**config.mk**
```make
export PLATFORM = sky130hd
export DESIGN_NAME = valid_ready_accum_n
export DESIGN_NICKNAME = d
export VERILOG_FILES = /design/src/rtl/valid_ready_accum_n.sv
export SDC_FILE = /design/constraint.sdc
export NUM_CORES = 1
export LEC_CHECK = 0
export CORE_MARGIN = 10
export CORE_UTILIZATION = 54
export CTS_CLUSTER_DIAMETER = 30
export DETAILED_ROUTE_END_ITERATION = 6
export PLACE_DENSITY = 0.84
export SYNTH_ARGS = -nofsm -noshare
export SYNTH_HDL_FRONTEND = slang
export SYNTH_SLANG_ARGS = --single-unit
```
**constraint.sdc**
```tcl
create_clock -name clk -period 2.96 [get_ports clk]
set_clock_uncertainty 0.15 [all_clocks]
set_input_delay 0.296 -clock clk [delete_from_list [all_inputs] [get_ports clk]]
set_output_delay 0.296 -clock clk [all_outputs]
set_load 0.005 [all_outputs]
```
**src/rtl/valid_ready_accum_n.sv**
```systemverilog
// Valid/ready group accumulator with runtime group length,
// early-terminate sideband and a decoupled result register.
module valid_ready_accum_n #(
  parameter int DW     = 8,
  parameter int MAX_N  = 16,
  parameter int NW     = $clog2(MAX_N+1),
  parameter int OW     = DW + $clog2(MAX_N),
  parameter int SIGNED = 0
) (
  input  logic          clk,
  input  logic          rst_n,
  input  logic [NW-1:0] cfg_n,
  input  logic [DW-1:0] data_in,
  input  logic          valid_a,
  input  logic          last_a,
  output logic          ready_a,
  output logic          valid_b,
  input  logic          ready_b,
  output logic [OW-1:0] data_out,
  output logic [NW-1:0] cnt_out
);

  typedef enum logic {IDLE, ACCUM} state_t;

  localparam logic [NW-1:0] LP_MAX = NW'(MAX_N);
  localparam logic [NW-1:0] LP_ONE = NW'(1);

  state_t        r_state;
  state_t        w_state_nx;
  logic [OW-1:0] r_acc;
  logic [NW-1:0] r_cnt;
  logic [NW-1:0] r_nlat;
  logic          r_vb;
  logic [OW-1:0] r_dout;
  logic [NW-1:0] r_cout;

  logic          w_first;
  logic          w_sbit;
  logic [OW-1:0] w_ext;
  logic [OW-1:0] w_sum;
  logic [NW-1:0] w_eff;
  logic [NW-1:0] w_len;
  logic [NW-1:0] w_cnt1;
  logic          w_closing;
  logic          w_fire;
  logic          w_ofire;

  assign w_first = (r_state == IDLE);
  assign w_sbit  = (SIGNED != 0) && data_in[DW-1];
  assign w_ext   = {{(OW-DW){w_sbit}}, data_in};
  assign w_sum   = w_first ? w_ext : r_acc + w_ext;
  assign w_cnt1  = r_cnt + LP_ONE;

  // Clamp the requested group length into 1..MAX_N
  always_comb begin
    w_eff = cfg_n;
    if (cfg_n == '0)
      w_eff = LP_ONE;
    else if (cfg_n > LP_MAX)
      w_eff = LP_MAX;
  end

  assign w_len     = w_first ? w_eff : r_nlat;
  assign w_closing = last_a || (w_cnt1 == w_len);
  // Only a closing beat needs room in the result register
  assign ready_a   = !r_vb || ready_b || !w_closing;
  assign w_fire    = valid_a && ready_a;
  assign w_ofire   = r_vb && ready_b;

  // State register
  always_ff @(posedge clk or negedge rst_n) begin
    if (!rst_n) r_state <= IDLE;
    else        r_state <= w_state_nx;
  end

  // Next state: open a group on a non-closing first beat,
  // close it on the closing beat
  always_comb begin
    w_state_nx = r_state;
    unique case (r_state)
      IDLE:  if (w_fire && !w_closing) w_state_nx = ACCUM;
      ACCUM: if (w_fire && w_closing)  w_state_nx = IDLE;
      default: w_state_nx = IDLE;
    endcase
  end

  // Partial sum, beat counter and latched group length
  always_ff @(posedge clk or negedge rst_n) begin
    if (!rst_n) begin
      r_acc  <= '0;
      r_cnt  <= '0;
      r_nlat <= '0;
    end else if (w_fire) begin
      r_acc <= w_closing ? '0 : w_sum;
      r_cnt <= w_closing ? '0 : w_cnt1;
      if (w_first) r_nlat <= w_eff;
    end
  end

  // Result register: a new load wins over the handshake clear
  always_ff @(posedge clk or negedge rst_n) begin
    if (!rst_n) begin
      r_vb   <= 1'b0;
      r_dout <= '0;
      r_cout <= '0;
    end else if (w_fire && w_closing) begin
      r_vb   <= 1'b1;
      r_dout <= w_sum;
      r_cout <= w_cnt1;
    end else if (w_ofire) begin
      r_vb <= 1'b0;
    end
  end

  assign valid_b  = r_vb;
  assign data_out = r_dout;
  assign cnt_out  = r_cout;

endmodule

```
==> metrics.cfg, run 1 <==
[global_routing]
track_usage=0.143
grt_pass1_vias=1981
grt_max_degree=42
grt_pass1_wl_um=8960
antenna_found_initial=0
grt_overflow=0

[power_and_ir_drop]
p_leak_nw=1.36
p_sw_frac=0.309
powerDensity_nw_per_um2=687
totalPowerFinal_w=0.00208
p_comb_frac=0.388
p_int_w=0.00143
clkPwrFrac=0.224
vdd_drop_max_mv=0.517
pwr-share-seq=0.388
p_sw_w=0.000642

[timing]
slew_headroom=0.409
setup_viol=0
hold_viol_final=0
clock.fmax_mhz=351
holdWs_ps=357
final.min_clock_period_ps=2850
rsz0062_at_grt=no
tightest_slew_ps=886
fin_ws_ps=110
period_share=0.963
slew_violations=0

[floorplan]
core_um2=4380
die_height_um=87.3
initial_core_util=0.558
die-area_um2=7620
fp-row-count=24
fp.dieW_um=87.3
io_pins=37

[route]
vias_per_cell=5.65
drc=0
drt-pass1-iter-count=4
wl_um=5160
vias=1892
drt-initial-drc-count=112
routedWlPerCell_um=15.4
ant_nets=0

[critical_path]
reg2reg_to=r_nlat[1]
worstPathCellList=mux2_4 -> buf_4 -> xor2_1 -> a211oi_2 -> o2111ai_2 -> o21a_4 -> or2_2 -> clkbuf_2
arrival_ps=2400
cp_slowest_cell=dfrtp_1
cp-end-kind=output port
crit_path_start_kind=register
r2r_cells=10
path_class=reg2out
max_stage_delay_ps=440
ff2ff_setup_slack_ps=140
required_ps=2510
path_max_fanout=4

[min_path]
hold_depth=1
worst_hold_path_type=reg2reg
hp-start=cnt_out[4]
hold_end=cnt_out[4]

[cells_and_area]
num-nets-final=310
instances_no_fill=335
syn_to_final_growth_pct=23.5
multi_input_area_um2=1310
diodes=0
layout-drive-gt1-share=0.166
final_cell_mix=dfrtp_1, clkdlybuf4s50_1, nand2_1
seq_area_um2=1030
final_common_cell=dfrtp_1
fillers=327

[clocking]
cts_max_level=2
clockBufferDepth=2
clk_pin_slew_ps=70
numCtsBuffers=5
clockRootBuffer=clkbuf_8
clk_latency_ps=300
cts_tree=done
cts.sinks=41

[placed_design]
dp.cells=325
io_buffers=36
pre_cts_ws_ps=-196
gp_congestion=0.843
dp_hpwl_um=3830

[logic_synthesis]
syn_inst=241
ys_seq_elements=41
ys_top_cells_by_area=dfrtp_1, mux2_2, ha_1, mux2i_1, o21ai_0
synth_top_area_cell=dfrtp_1
ys_types=44
yosys_warnings=0
postSynthAreaPerCell_um2=10.1
syn_area_um2=2450
synth-seq-area-share=0.419
synth_nets=269
synth_top_cell_area_share=0.419

[job]
maxCapViolations=0

[outcome]
status=finished clean

## kinds of logic (layout without fill, tap and decap cells)
family	Yosys count	count (layout)	synth area share
mux	29	29	0.135
fa+ha+maj	10	10	0.0542
xor+xnor	15	15	0.0537
buf+inv	28	70	0.0542
simple gates	68	68	0.146
compound gates	50	50	0.138
flops	41	41	0.419
## how the worst max path moves through the flow
stage          startpoint           to
2_1_floorplan    register  data_out[4]
3_3_place_gp     cfg_n[4]      ready_a
3_5_place_dp     cfg_n[4]      ready_a
4_1_cts          register      ready_a
5_1_grt          register    r_nlat[1]
6_report         register      ready_a
## metal layers
layer	track usage	wire length, um	vias up
met5	0	0	-
met1	0.174	2310	900
met2	0.225	2440	45
met3	0.0496	314	14
met4	0.0580	93	0
li1	-	-	933
## state kept, by name, summed over array words and instances (netlist names), named ones only
signal    flops
cnt_out       5
r_nlat        5
data_out     12
r_acc        12
valid_b       1
r_cnt         5
## power by group through the flow
stage / combinational [W] / clock [W] / sequential, W
final: 0.000806 / 0.000465 / 0.000805
after global routing: 0.000897 / 0.000493 / 0.000824
after CTS: 0.000812 / 0.000469 / 0.000804
after detailed placement: 0.000787 / 0 / 0.000814
after global placement: 0.000768 / 0 / 0.000800
after floorplan: 0.000494 / 0 / 0.000782
## final cells by class
type | count | area share
clock buffers | 7 | 0.0286
clock inverters | 1 | 0.00994
inverters | 15 | 0.0186
multi-input cells | 172 | 0.433
flip-flops and latches | 41 | 0.340
well taps | 52 | 0.0215
repair buffers | 47 | 0.148
## Yosys cell counts, drive strengths merged
library cell / count
clkbuf: 7
buf: 6
a311o: 1
a21o: 2
a22oi: 1
nor2: 3
nor2b: 3
o311a: 1
a211oi: 4
dfrtp: 41
xnor2: 10
inv: 15
ha: 9
and2: 1
o22ai: 3
o21ai: 19
o21bai: 3
nor4: 1
nand2b: 11
mux2: 19
o21a: 2
xor2: 5
nand2: 21
o211ai: 1
o31a: 2
or2: 2
nor3b: 1
a32o: 3
mux2i: 10
a21oi: 5
a32oi: 1
a211o: 1
fa: 1
or3: 1
o2111ai: 1
nand4: 3
nor3: 3
nand3: 18
## worst max-delay path: cells and delay by family (launching register included)
family | cells | cell delay [ps]
AO/OA/AOI/OAI | 3 | 650
XOR/XNOR | 1 | 160
buffers and inverters | 2 | 250
flip-flops | 1 | 440
multiplexers | 1 | 330
AND/OR/NAND/NOR | 1 | 280
## through the flow
stage,cell area (um2),utilization,TNS (ps)
after floorplan,2450,-,0
after global placement,2870,0.656,-409
after detailed placement,2870,0.656,-1230
after CTS,3020,0.688,0
after global routing,3020,0.689,0
final,3020,0.689,0
## timing repair
action / CTS / global route
cloned: 0 / 0
pin swaps: 3 / 5
setup buffers: 1 / 0
resized for setup: 3 / 4
endpoints found under the setup margin: 1 / 1
endpoints found under the hold margin: 1 / 0
hold buffers: 1 / 0
Power figures use the tool's default switching activity.
==> run 2: changes to the inputs <==
Settings changed: REMOVE_ABC_BUFFERS from default to 1.
==> run 2 against run 1 <==
The run now ends with negative hold slack left. Sequential share of layout area rose by 0.24 points. Via count rose by 0.21%. Worst setup slack improved by 26 ps. Non-clock buffer count rose by 1. Combinational power rose by 1%. Largest cell class unchanged. Largest power group unchanged. Highest routed layer unchanged.
==> metrics.cfg, run 2 (synthesis results as in run 1) <==
[timing]
setup_viol=0  ; unchanged
rsz0062_at_grt=no
period_share=0.954  ; -0.00879
slew_headroom=0.400  ; -0.00922
tightest_slew_ps=900  ; +13.8 ps
hold_viol_final=17  ; +17
holdWs_ps=-18.7  ; -375 ps
final.min_clock_period_ps=2820  ; -26.0 ps
slew_violations=0  ; unchanged
clock.fmax_mhz=354  ; +0.92%

[route]
ant_nets=0  ; unchanged
drc=0  ; unchanged
drt-pass1-iter-count=4  ; unchanged
routedWlPerCell_um=15.9  ; +3.0%
vias_per_cell=5.66  ; +0.21%
wl_um=5310  ; +3.0%
vias=1896  ; +0.21%
drt-initial-drc-count=137  ; +22%

[placed_design]
io_buffers=36  ; unchanged
gp_congestion=0.807  ; -4.2%
postPlaceCellArea_um2=2880  ; +0.13%
dp_hpwl_um=3740  ; -2.4%

[floorplan]
die_height_um=87.3  ; unchanged
fp-row-count=24  ; unchanged
core_um2=4380  ; unchanged
initial_core_util=0.558  ; unchanged
fp.dieW_um=87.3  ; unchanged
die-area_um2=7620  ; unchanged
io_pins=37  ; unchanged

[global_routing]
antenna_found_initial=0  ; unchanged
grt_overflow=0  ; unchanged
grt_pass1_vias=1981  ; unchanged
grtUsageMet1=0.175  ; +0.000559
use_met3=0.0393  ; -0.0103
grt_pass1_wl_um=9140  ; +1.9%
globalRouteMet2Util=0.243  ; +0.0179
gr-max-usage-layer=met2
track_usage=0.145  ; +0.00154
grt_max_degree=42  ; unchanged

[cells_and_area]
num-nets-final=311  ; +0.32%
fillers=342  ; +4.6%
syn_to_final_growth_pct=22.8
final_common_cell=dfrtp_1
final_cell_mix=dfrtp_1, clkdlybuf4s50_1, nand2_1
seq_area_um2=1030  ; +0.12%
layout-drive-gt1-share=0.173  ; +0.00707
multi_input_area_um2=1310  ; +0.29%
fin_area_um2=3000  ; -0.58%
diodes=0  ; unchanged

[critical_path]
path_class=reg2out
arrival_ps=2380  ; -20 ps
required_ps=2510  ; about the same
path_max_fanout=4  ; unchanged
cp-end-kind=output port
crit_path_start_kind=register

[clocking]
clk_latency_ps=280  ; -20 ps
clk_pin_slew_ps=80  ; about the same
clockBufferDepth=2  ; unchanged
cts_max_level=2  ; unchanged
numCtsBuffers=5  ; unchanged
hold_buffers=0  ; -1
cts_tree=done
cts.sinks=41  ; unchanged
clockRootBuffer=clkbuf_8

[min_path]
worst_hold_path_type=in2async

[outcome]
failed_checks=negative hold slack
status=finished, violations left

[power_and_ir_drop]
powerDensity_nw_per_um2=662  ; -3.7%
vdd_drop_max_mv=0.475  ; -8.3%
totalPowerFinal_w=0.00199  ; -4.2%
p_leak_nw=1.36  ; +0.35%

[job]
maxCapViolations=0  ; unchanged

run 2: layout make-up:
cell class,instances,share of cell area
timing repair buffer,48,0.152
clock buffer,7,0.0288
sequential,41,0.343
tap,52,0.0217
inverter,15,0.0188
multi-input combinational,172,0.437
run 2: through the flow:
stage / util / cells / worst slack (ps) / setup TNS [ps] / hold slack (ps)
3_5_place_dp: 0.656 / 326 / -200 / -1620 / 326
6_report: 0.685 / 335 / 137 / 0 / -18.7
4_1_cts: 0.680 / 334 / 16.0 / 0 / 16.2
5_1_grt: 0.685 / 335 / 67.9 / 0 / 41.0
2_1_floorplan: - / 228 / -386 / -6350 / -150
3_3_place_gp: 0.656 / 326 / -161 / -772 / 314
run 2: worst paths after layout:
| kind | end | slack (ps) | depth (start not counted) |
|---|---|---|---|
| hold reg to reg | cnt_out[2] | 360 | 1 |
| max in group asynchronous | r_cnt[2] | 2050 | 1 |
| setup / recovery | ready_a | 140 | 8 |
| hold / removal | data_out[6] | -20 | 1 |
| setup reg to reg | r_nlat[4] | 160 | 10 |
| min in group clk | r_nlat[4] | 320 | 3 |
run 2: metal layers:
metal / wire length (um) / part of all wire / up-vias
li1: - / - / 937
met1: 2290 / 0.43 / 907
met2: 2620 / 0.49 / 50
met3: 357 / 0.067 / 2
met4: 42 / 0.0079 / 0
met5: 0 / 0 / -
run 2: report_power, final:
| part | switching [W] | internal, W |
|---|---|---|
| clock | 0.000178 | 0.000185 |
| combinational | 0.000354 | 0.000463 |
| sequential | 0.000108 | 0.000701 |
| total | 0.000640 | 0.00135 |
run 2: what timing repair did:
item                                    in CTS  in global routing
gates cloned                                 0                  0
pin swaps                                    4                  3
resized for setup                            3                  7
setup buffers                                1                  1
endpoints found under the setup margin       1                  1
run 2: critical path: stages (launching register included):
cell and delay, ps:
dfrtp_2 430, mux2_4 310, buf_4 140, xor2_1 160, a32oi_1 240, o2111ai_2 180, o21a_4 240, or2_2 290
clkbuf_2 110
==> run 3: changes to the inputs <==
Settings changed: REMOVE_ABC_BUFFERS 1 to default.
Clock period 2.96 ns to 2.6 ns, I/O delays scaled along.
==> run 3 against run 2 <==
The flow finishes with violations (negative setup slack). Utilization is 4.0 points higher. Routed wire length is 8.7% higher. Total power is 19% higher. Sequential power is 12% higher. Worst setup slack worse by 270 ps. Clock-buffer cell count stayed put. First-iteration DRC count is 2.2% lower. Global-route usage is 1.0 points higher. Largest power group unchanged.
==> metrics.cfg, run 3 (synthesis results as in run 1) <==
[outcome]
status=finished, violations left
failed_checks=negative setup slack

[critical_path]
cp-end-kind=output port
endpoint=ready_a
reg2reg_to=data_out[2]
arrival_ps=2330  ; -50 ps
path_class=in2out
ff2ff_setup_slack_ps=-70  ; -230 ps
path_max_fanout=3  ; -1
crit_path_start_kind=input pin
r2r_cells=9  ; -1
worstSetupStartpoint=cfg_n[4]
required_ps=2190  ; -320 ps

[cells_and_area]
final_common_cell=dfrtp_1
layout-drive-gt1-share=0.216  ; +0.0428
syn_to_final_growth_pct=29.9
num-nets-final=329  ; +5.8%
final_cell_mix=dfrtp_1, clkdlybuf4s50_1, buf_4
instances_no_fill=353  ; +5.4%
diodes=0  ; unchanged

[clocking]
clockRootBuffer=clkbuf_8
numCtsBuffers=5  ; unchanged
clk_latency_ps=290  ; about the same
clockBufferDepth=2  ; unchanged
clk_pin_slew_ps=70  ; about the same
cts_tree=done
cts.sinks=41  ; unchanged
cts_max_level=2  ; unchanged

[floorplan]
fp.dieW_um=87.3  ; unchanged
initial_core_util=0.558  ; unchanged
io_pins=37  ; unchanged
core_um2=4380  ; unchanged
fp-row-count=24  ; unchanged
die_height_um=87.3  ; unchanged
die-area_um2=7620  ; unchanged

[placed_design]
dp.cells=342  ; +4.9%
pre_cts_ws_ps=-495  ; -295 ps
dp_hpwl_um=4100  ; +9.5%
io_buffers=36  ; unchanged
gp_congestion=0.853  ; +5.7%

[route]
routedWlPerCell_um=16.4  ; +3.2%
wl_um=5780  ; +8.7%
ant_nets=0  ; unchanged
drc=0  ; unchanged
drt-initial-drc-count=134  ; -2.2%
drt-pass1-iter-count=4  ; unchanged
vias=2018  ; +6.4%
vias_per_cell=5.72  ; +1.0%

[timing]
hold_viol_final=0  ; -17
setup_viol=25  ; +25
final.min_clock_period_ps=2740
finalSetupTns_ps=-1740  ; -1740 ps
clock.fmax_mhz=365
period_share=1.05
fin_ws_ps=-136  ; -273 ps
tightest_slew_ps=915  ; +15.2 ps
rsz0062_at_grt=yes
holdWs_ps=360  ; +379 ps
slew_violations=0  ; unchanged
slew_headroom=0.390  ; -0.0101

[global_routing]
track_usage=0.155  ; +0.0102
grt_pass1_wl_um=9690  ; +6.0%
grt_max_degree=42  ; unchanged
grt_overflow=0  ; unchanged
antenna_found_initial=0  ; unchanged
grt_pass1_vias=2055  ; +3.7%

[power_and_ir_drop]
powerDensity_nw_per_um2=747  ; +13%
p_leak_nw=1.46  ; +7.0%
vdd_drop_max_mv=0.480  ; +1.1%

[min_path]
worst_hold_path_type=reg2reg
hp-start=r_acc[4]
hold_depth=2

[job]
maxCapViolations=0  ; unchanged

-- run 3: what timing repair did --
action,4_1_cts,5_1_grt
gates resized for setup,12,7
hold buffers,1,0
setup endpoints to repair,22,22
pin swaps,7,5
buffers inserted,4,0
endpoints found under the hold margin,41,0
-- run 3: layer usage --
| metal | GRT usage | wire, um | vias up |
|---|---|---|---|
| met5 | 0 | 0 | - |
| met4 | 0.0493 | 108 | 0 |
| met3 | 0.0459 | 277 | 11 |
| met2 | 0.262 | 2970 | 51 |
| met1 | 0.183 | 2430 | 986 |
| li1 | - | - | 970 |
-- run 3: how the worst min path moves through the flow --
stage / to / slack (ps)
after floorplan: async pin / -190
after global placement: r_acc[3] / 290
after detailed placement: r_acc[2] / 300
after CTS: r_acc[3] / 360
after global routing: data_out[4] / 370
final: r_acc[4] / 360
-- run 3: layout make-up --
| type | instances | area, um2 |
|---|---|---|
| tap | 52 | 65.1 |
| sequential | 41 | 1030 |
| inverter | 15 | 56.3 |
| fill | 308 | 1210 |
| clock buffer | 7 | 86.3 |
| timing repair buffer | 66 | 612 |
| multi-input combinational | 172 | 1330 |
-- run 3: stage by stage --
stage | cell area (um2) | total power, W | utilization
after floorplan | 2450 | 0.00146 | -
after global placement | 2990 | 0.00186 | 0.682
after detailed placement | 2990 | 0.00190 | 0.682
after CTS | 3150 | 0.00236 | 0.719
after global routing | 3180 | 0.00252 | 0.725
final | 3180 | 0.00238 | 0.725
-- run 3: critical path, stage by stage --
cell and delay (ps):
clkdlybuf4s50_1 470, nor3b_1 420, o21ai_0 180, a211oi_2 270, o2111ai_2 170, o21a_4 220, or2_4 220, buf_6 110
-- run 3: power by group --
| group | internal (W) | switching [W] | leakage, nW | total, W |
|---|---|---|---|---|
| registers | 0.000797 | 0.000108 | 0.526 | 0.000904 |
| logic | 0.000595 | 0.000449 | 0.890 | 0.00104 |
| clock network | 0.000211 | 0.000216 | 0.0443 | 0.000427 |
| total | 0.00160 | 0.000772 | 1.46 | 0.00238 |
